[src/rtl/pdm_pkg.sv]
// rtl/pdm_pkg.sv - shared PDM modulator/demodulator defaults
package pdm_pkg;
  localparam int PDM_WIDTH      = 5;
  localparam int PDM_FRAME_LOG2 = 5;
endpackage

[src/rtl/sync2.sv]
// rtl/sync2.sv - two-flop synchronizer, async active-high reset to 0
module sync2 (
  input  logic clk,
  input  logic reset,
  input  logic d,
  output logic q
);
  logic meta;

  always_ff @(posedge clk or posedge reset) begin
    if (reset) begin
      meta <= 1'b0;
      q    <= 1'b0;
    end else begin
      meta <= d;
      q    <= meta;
    end
  end
endmodule

[src/rtl/pdm_demod.sv]
// rtl/pdm_demod.sv - decimating PDM demodulator: count ones per frame, scale, saturate
module pdm_demod
  import pdm_pkg::*;
#(
  parameter int WIDTH      = PDM_WIDTH,
  parameter int FRAME_LOG2 = PDM_FRAME_LOG2
) (
  input  logic             clk,
  input  logic             reset,
  input  logic             pdm_in,
  input  logic             en,
  input  logic             clear,
  output logic [WIDTH-1:0] sample,
  output logic             sample_valid,
  output logic             sample_sat
);
  localparam int SHIFT = FRAME_LOG2 - WIDTH;
  localparam logic [FRAME_LOG2:0] SAT_MAX = (FRAME_LOG2+1)'((1 << WIDTH) - 1);

  generate
    if (FRAME_LOG2 < WIDTH) begin : g_bad_params
      $error("pdm_demod: FRAME_LOG2 must be >= WIDTH");
    end
  endgenerate

  logic                  b;
  logic [FRAME_LOG2-1:0] frame_cnt;
  logic [FRAME_LOG2:0]   acc;
  logic [FRAME_LOG2:0]   t;
  logic [FRAME_LOG2:0]   s;
  logic                  frame_last;

  sync2 u_sync (
    .clk   (clk),
    .reset (reset),
    .d     (pdm_in),
    .q     (b)
  );

  // Only a full frame of ones can exceed the WIDTH-bit range after scaling.
  assign t          = acc + {{FRAME_LOG2{1'b0}}, b};
  assign s          = t >> SHIFT;
  assign frame_last = (frame_cnt == '1);

  always_ff @(posedge clk or posedge reset) begin
    if (reset) begin
      frame_cnt    <= '0;
      acc          <= '0;
      sample       <= '0;
      sample_valid <= 1'b0;
      sample_sat   <= 1'b0;
    end else if (clear) begin
      frame_cnt    <= '0;
      acc          <= '0;
      sample_valid <= 1'b0;
    end else if (!en) begin
      sample_valid <= 1'b0;
    end else if (!frame_last) begin
      acc          <= t;
      frame_cnt    <= frame_cnt + FRAME_LOG2'(1);
      sample_valid <= 1'b0;
    end else begin
      sample       <= (s > SAT_MAX) ? SAT_MAX[WIDTH-1:0] : s[WIDTH-1:0];
      sample_sat   <= (s > SAT_MAX);
      sample_valid <= 1'b1;
      acc          <= '0;
      frame_cnt    <= '0;
    end
  end
endmodule

[config.mk]
export PLATFORM = sky130hd
export DESIGN_NAME = pdm_demod
export DESIGN_NICKNAME = d
export VERILOG_FILES = /design/src/rtl/pdm_pkg.sv /design/src/rtl/sync2.sv /design/src/rtl/pdm_demod.sv
export SDC_FILE = /design/constraint.sdc
export NUM_CORES = 1
export LEC_CHECK = 0
export CAP_MARGIN = 20
export CORE_MARGIN = 1
export CORE_UTILIZATION = 53
export DETAILED_ROUTE_END_ITERATION = 10
export HOLD_SLACK_MARGIN = 0.02
export PLACE_DENSITY = 0.77
export SLEW_MARGIN = 10
export SYNTH_ARGS = -nofsm -noshare
export SYNTH_HDL_FRONTEND = slang
export SYNTH_SLANG_ARGS = --single-unit
[constraint.sdc]
create_clock -name clk -period 2.4 [get_ports clk]
set_clock_uncertainty 0.05 [all_clocks]
set_input_delay 0.48 -clock clk [delete_from_list [all_inputs] [get_ports clk]]
set_output_delay 0.48 -clock clk [all_outputs]
set_load 0.01 [all_outputs]
# Word-level counts from Yosys, hierarchy flattened
# Index checks and enable logic that the tools add are counted.
[totals]
input_bits = 5
elab_cells = 24
register_bits = 20
output_inout_bits = 7
[classes]
bitwise_logic = 1
n_reduce_logical = 2
n_addsub = 2
n_mux = 10
magnitude_cmp = 1
eq_ne = 1
[ops]
columns = ["operator", "n"]
rows = [
  ["$mux 5", 4],
  ["$mux 6", 3],
  ["$add 6x1->6", 1],
  ["$gt 6x5->1 const B", 1],
  ["$add 5x1->5 const B", 1],
  ["$eq 5x5->1 const B", 1],
  ["$mux 1", 3],
  ["$reduce_and 3->1", 1],
  ["$reduce_bool 2->1", 1],
  ["$not 1->1", 1],
]

# Depth between registers and ports, before layout
# Gate-level depths: netlist of the first run.
[depth]
ltp_word = 4
depth_mapped = 9
ltp_nobuf = 7

# Cells and area by module
# Synthesis of the first run repeated with hierarchy kept, for this count alone.
[unflattened]
hier_cells = 95
hier_area_um2 = 987.2
[modules_own_cells]
columns = ["mod", "seq_area_each_um2", "instances", "area_per_inst_um2", "cells_per_inst"]
rows = [
  ["pdm_demod", 450.4, 1, 933.4, 92],
  ["sync2", 50.0, 1, 53.8, 3],
]

# Worst setup path before layout of the first run
# No wires, ideal clock.
[synth_path]
path_type = "flip-flop to flip-flop"
start = "register frame_cnt[0]"
end = "register acc[4]"
stages_incl_launch_ff = 8
synth_period_minus_slack_ns = 1.828
setup_time_ns = 0.078
required_ns = 2.272
slack_ns = 0.572
path_buffers = 1
t_arrival_ns = 1.700
cell_sequence = "dfrtp_1 -> ha_1 -> and3_1 -> ha_1 -> buf_2 -> nand2b_4 -> or3_1 -> a21oi_1"
[synth_via]
elab_chain_len = 4
[synth_lines]
columns = ["item", "line", "text"]
rows = [
  ["start, declared", "pdm_demod.sv:27", "logic [FRAME_LOG2-1:0] frame_cnt;"],
  ["start signal, assigned", "pdm_demod.sv:60", "frame_cnt <= frame_cnt + FRAME_LOG2'(1);"],
  ["$eq 5x5->1", "pdm_demod.sv:43", "assign frame_last = (frame_cnt == '1);"],
  ["$mux 6", "pdm_demod.sv:58", "end else if (!frame_last) begin"],
  ["$mux 6", "pdm_demod.sv:56", "end else if (!en) begin"],
  ["$mux 6", "pdm_demod.sv:52", "end else if (clear) begin"],
  ["end signal, assigned", "pdm_demod.sv:59", "acc <= t;"],
  ["end, declared", "pdm_demod.sv:28", "logic [FRAME_LOG2:0] acc;"],
]
# Every way passes these cells. The select of a mux whose other input is x is not followed.
# A chain may end at the register's enable or synchronous reset.

# Worst setup path in the final report of the first run
# Ends and elaborated chain as after synthesis.

==> results of run 1 <==
==> cells by family after synthesis <==
group                      share of synthesized area [%]
adders and majority gates                           6.35
buffers and inverters                               4.19
muxes                                               3.05
xor gates and xnor gates                            4.32
DFF                                                 50.8
AOI/OAI and AO/OA                                   12.7
and+or+nand+nor                                     18.6
==> metrics by stage <==
step / setup WS, ps / cells / area, sq um / utilization (%) / power [mW]
floorplan: 572 / 94 / 985 / - / 0.381
global placement: 492 / 127 / 1110 / 64.6 / 0.395
detailed placement: 474 / 127 / 1110 / 64.6 / 0.396
CTS: 441 / 131 / 1150 / 66.7 / 0.587
global route: 300 / 131 / 1150 / 66.7 / 0.603
finish: 430 / 131 / 1150 / 66.7 / 0.581
==> synth_stat cells, types with 2 or more instances <==
| master | count | area share (%) |
|---|---|---|
| dfrtp_1 | 20 | 51 |
| mux2i_1 | 3 | 3.0 |
| ha_1 | 5 | 6.4 |
| a31oi_1 | 7 | 4.4 |
| inv_1 | 3 | 1.1 |
| nand2_1 | 3 | 1.1 |
| or3_1 | 3 | 1.9 |
| buf_2 | 2 | 1.0 |
| o21ai_0 | 3 | 1.5 |
| nand3b_1 | 2 | 1.5 |
| a21oi_1 | 9 | 4.6 |
| nor2_1 | 15 | 5.7 |
| xnor2_1 | 2 | 1.8 |
==> layout make-up <==
class | instances | area [sq um]
fillers | 131 | 576
flip-flops and latches | 20 | 500
multi-input cells | 65 | 443
clock buffers | 4 | 36.3
inverters | 4 | 15.0
well taps | 25 | 31.3
repair buffers | 13 | 125
==> registers in the layout (all words and copies together) (netlist names) <==
name          flops
acc               6
frame_cnt         5
sample            5
sample_sat        1
sample_valid      1
u_sync.meta       1
u_sync.q          1
==> worst paths after layout <==
kind	from	end	slack, ps
setup / recovery	frame_cnt[0]$_DFFE_PP0P_	acc[4]$_DFFE_PP0P_	430
hold / removal	u_sync.meta$_DFF_PP0_	u_sync.q$_DFF_PP0_	310
setup reg to reg	frame_cnt[0]$_DFFE_PP0P_	acc[4]$_DFFE_PP0P_	430
hold reg to reg	u_sync.meta$_DFF_PP0_	u_sync.q$_DFF_PP0_	310
max in group asynchronous	reset	acc[2]$_DFFE_PP0P_	1320
min in group asynchronous	reset	acc[5]$_DFFE_PP0P_	540
==> cell usage in the layout (no fill, tap or decap), drive strengths merged, types with 3 or more instances in the layout <==
cell type | netlist | final
dfrtp | 20 | 20
nor2 | 15 | 15
clkdlybuf4s50 | 0 | 11
a21oi | 9 | 9
a31oi | 7 | 7
ha | 5 | 5
inv | 4 | 4
clkbuf | 2 | 4
o21ai | 3 | 3
nand2 | 3 | 3
mux2i | 3 | 3
or3 | 3 | 3
==> per-layer routing <==
layer  global-route usage, %  wire length, um  vias up
met5                       0                0        -
met4                    9.09               33        0
met3                    2.40               59        5
met2                    27.8              730       17
met1                    23.9              727      308
li1                        -                -      350
==> critical path, delay by kind of cell, from the launching register on <==
| kind | cells | cell delay (ps) |
|---|---|---|
| AOI/OAI and AO/OA | 1 | 160 |
| DFF | 1 | 440 |
| adders and majority gates | 2 | 500 |
| and+or+nand+nor | 3 | 740 |
==> power by group <==
part           internal (mW)  switching [mW]  total [mW]
Sequential             0.343         0.00576       0.349
Combinational         0.0165          0.0234      0.0399
Clock                 0.0925           0.100       0.193
Total                  0.452           0.129       0.581
==> flow_summary_export.csv, run 1 <==
group,metric,value,unit
sta,slew_viol_final,0,
clock_tree,ctsResizeCount,0,
routing,ant_nets,0,
synthesis,synth-edff-count,0,
sta,hold_viol_final,0,
floorplan,die_height,45.1,um
critical_path,startpoint_type,"register",
critical_path,arrival,2150,ps
floorplan,fp-row-count,15,
synthesis,synthDistinctLibCells,30,
clock_tree,clk_pin_slew,110,ps
floorplan,dieArea,2030,sq um
routing,drt-wirelength-per-cell,11.8,um
sta,tightest_slew,712,ps
placement,gp_congestion,0.773,
routing,num_vias,680,
floorplan,io_pins,12,
synthesis,ys_warn_count,0,
global_routing,track_usage,17.7,%
placement,io_buffers,11,
routing,dr.pass1.iters,4,
power_and_ir_drop,power.leakage,0.518,nW
synthesis,synthesis.nets,104,
critical_path,crit_slowest_cell,"dfrtp_1",
clock_tree,hold_buffers,0,
layout,area_growth,16.9,%
synthesis,synth_seq_cells,20,
synthesis,syn_area,985,sq um
synthesis,async_flop_share,100,%
clock_tree,htree_num_levels,1,
floorplan,die_w,45.1,um
routing,drcViolationCount,0,
critical_path,r2r_cells,6,
global_routing,grt_first_pass_wirelength,2550,um
critical_path,critPathMaxStageDelay,440,ps
clock_tree,cts_sinks,20,
job,max-cap-violations,0,
critical_path,crit_fanout,9,
outcome,outcome,"complete, no violations",
global_routing,grt_pass1_vias,576,
synthesis,synth_cells,94,
sta,maxSlewHeadroom,52.5,%
global_routing,overflow,0,
global_routing,antenna_found_initial,0,
sta,min_period,1970,ps
clock_tree,root_buffer,"clkbuf_4",
global_routing,grt_max_degree,21,
routing,drt_iter0_markers,18,
floorplan,floorplan.initialDensity,57.0,%
sta,setup_violations,0,
synthesis,ys.flop_type,"dfrtp_1",
floorplan,core_area,1730,sq um
routing,wl,1550,um
synthesis,synth.avg_cell_area,10.5,sq um
routing,via_per_inst,5.19,
critical_path,crit_chain,"ha_1 -> and3_1 -> ha_1 -> nand2b_4 -> or3_1 -> a21oi_1",
placement,dp_hpwl,1160,um
clock_tree,cts_tree,"yes",
hold_path,hp-class,"reg -> reg",
sta,whs,314,ps
clock_tree,cts_buffers,3,
power_and_ir_drop,ir_drop,0.000448,V
clock_tree,insertion_delay,300,ps
critical_path,crit_path_end_kind,"register",
sta,finalCritPeriodShare,82.1,%
layout,final_nets,117,
sta,fmax,0.508,GHz
power_and_ir_drop,p_per_area,505,nW/um^2
critical_path,critical_path_class,"reg -> reg",
synthesis,synth_seq_area_share,50.8,%
critical_path,crit_required,2580,ps
layout,layout-drive-gt1-share,11.3,%
hold_path,hold_path_depth,0,
critical_path,timing.critical_path.mode_cell,"ha_1",
clock_tree,cts.path.max_buffers,2,
sta,rsz0062_at_grt,"no",
layout,antennaDiodeCount,0,
clock_tree,post_cts_buffers,0,
sta,fin_tns_setup,0,ps
No activity file was read; power rests on OpenSTA's default activity.
==> run 2, diff against run 1 <==
Settings changed: CORE_UTILIZATION 53 to 48, PLACE_DENSITY 0.77 to 0.73.
Clock period 2.4 ns to 1.6 ns, I/O delays scaled along.
==> run 2 against run 1 <==
  * The flow now finishes with violations (negative setup slack)
  * Highest routed layer unchanged
  * Wire length is 19% higher
  * Clock-buffer cell count stayed put
  * Global-route usage is 2.0 points higher
  * Largest power group unchanged
  * Die area is 9.9% higher
==> flow_summary_export.csv, run 2 (synthesized netlist as in run 1, its figures left out) <==
group,metric,value,unit
outcome,outcome,"complete, but fails checks",
outcome,failed_checks,"negative setup slack",
power_and_ir_drop,power.switching,200,uW
power_and_ir_drop,p_per_area,675,nW/um^2
sta,tightest_slew,292,ps
layout,largest_register_ffs,6,
power_and_ir_drop,power.leakage,0.693,nW
layout,final_core_util,68.7,%
layout,fin_area,1330,sq um
critical_path,crit_fanout,8,
power_and_ir_drop,swShare,22.3,%
placement,gp_congestion,0.728,
clock_tree,cts_tree,"yes",
global_routing,antenna_found_initial,0,
layout,area_growth,35.5,%
clock_tree,cts.path.max_buffers,2,
layout,final_nets,129,
sta,maxSlewHeadroom,80.5,%
global_routing,overflow,0,
clock_tree,htree_num_levels,1,
layout,top_regs,"acc (6), frame_cnt (5), sample (5)",
hold_path,hp-class,"in -> async",
routing,via_per_inst,5.21,
power_and_ir_drop,p_int,700,uW
clock_tree,clk_pin_slew,110,ps
layout,layout_commonest_cell,"dfrtp_1",
critical_path,reg2reg_to,"acc[4]$_DFFE_PP0P_",
layout,layout-drive-gt1-share,25.4,%
sta,setup_violations,1,
layout,final_cell_mix,"dfrtp_1 (20), nor2_1 (14), buf_4 (12)",
routing,dr.pass1.iters,4,
floorplan,die_height,47.3,um
power_and_ir_drop,p_seq_share,57.7,%
routing,drcViolationCount,0,
job,max-cap-violations,0,
placement,place_area,1240,sq um
power_and_ir_drop,comb_power_share,10.4,%
placement,io_buffers,11,
clock_tree,insertion_delay,300,ps
clock_tree,cts_buffers,3,
sta,finalCritPeriodShare,101,%
critical_path,arrival,1810,ps
floorplan,core_area,1940,sq um
power_and_ir_drop,clkPwrFrac,31.9,%
floorplan,floorplan.initialDensity,50.7,%
global_routing,grt_max_degree,21,
floorplan,fp-row-count,16,
sta,hold_viol_final,0,
routing,ant_nets,0,
clock_tree,root_buffer,"clkbuf_4",
routing,drt_iter0_markers,1,
critical_path,critical_path_class,"reg -> reg",
critical_path,crit_path_end,"acc[4]$_DFFE_PP0P_",
floorplan,die_w,47.3,um
global_routing,grt_pass1_vias,716,
floorplan,io_pins,12,
sta,min_period,1620,ps
layout,regMostFlops,"acc",
critical_path,startpoint_type,"register",
power_and_ir_drop,ir_drop,0.000517,V
clock_tree,cts_sinks,20,
routing,drt-wirelength-per-cell,12.7,um
critical_path,crit_required,1790,ps
routing,wl,1840,um
critical_path,rrSetupSlack,-20,ps
critical_path,r2r-start,"frame_cnt[1]$_DFFE_PP0P_",
critical_path,r2r_cells,6,
floorplan,dieArea,2240,sq um
global_routing,track_usage,19.7,%
sta,worst_slack,-23.0,ps
sta,fin_tns_setup,-23.0,ps
sta,rsz0062_at_grt,"yes",
sta,fmax,0.616,GHz
global_routing,grt_first_pass_wirelength,2960,um
sta,slew_viol_final,0,
layout,antennaDiodeCount,0,
placement,dp_hpwl,1390,um
routing,num_vias,756,
critical_path,crit_path_end_kind,"register",
critical_path,startpoint,"frame_cnt[1]$_DFFE_PP0P_",
## run 2: final cells by class
class,instances,area [sq um]
sequential,20,500
fill,168,608
multi-input combinational,65,493
tap,27,33.8
inverter,4,15.0
timing repair buffer,25,255
clock buffer,4,36.3
## run 2: power groups by stage
stage          logic, mW  registers [mW]  clock network, mW
2_1_floorplan     0.0416           0.531                  0
3_3_place_gp      0.0845           0.530                  0
3_5_place_dp      0.0871           0.530                  0
4_1_cts           0.0903           0.520              0.302
5_1_grt            0.105           0.521              0.316
6_report          0.0933           0.520              0.287
## run 2: routing by layer
metal,wire (um),global-route usage (%),part of all wire [%]
met4,27,8.57,1.5
met5,0,0,0
met2,993,35.6,54
met1,769,22.4,42
met3,51,3.46,2.8
## run 2: critical path, stage by stage (launching register included)
cell and delay [ps]:
dfrtp_1 390, ha_2 200, and3_4 150, ha_4 180, nand2b_4 160, or3_1 330, a21oi_2 110
## run 2: how the worst min path moves through the flow
stage	endpoint	cells after the start	from	slack [ps]
global placement	u_sync.q$_DFF_PP0_	0	u_sync.meta$_DFF_PP0_	280
global route	u_sync.q$_DFF_PP0_	0	u_sync.meta$_DFF_PP0_	320
CTS	sample[1]$_DFFE_PP0P_	3	reset	300
finish	sample[1]$_DFFE_PP0P_	3	reset	300
floorplan	acc[0]$_DFFE_PP0P_	1	reset	230
detailed placement	u_sync.q$_DFF_PP0_	0	u_sync.meta$_DFF_PP0_	280
## run 2: timing repair
item	CTS	global route
buffers inserted	1	1
hold buffers	0	0
resized for setup	0	10
endpoints found under the setup margin	1	17
## run 2: through the flow
step	setup slack (ps)	hold slack (ps)	instances	power, mW
after floorplan	-63.0	234	94	0.572
after CTS	-29.7	297	144	0.912
final	-23.0	296	145	0.900
after detailed placement	-44.6	285	139	0.617
after global placement	-14.1	282	139	0.614
after global routing	-78.7	323	145	0.942
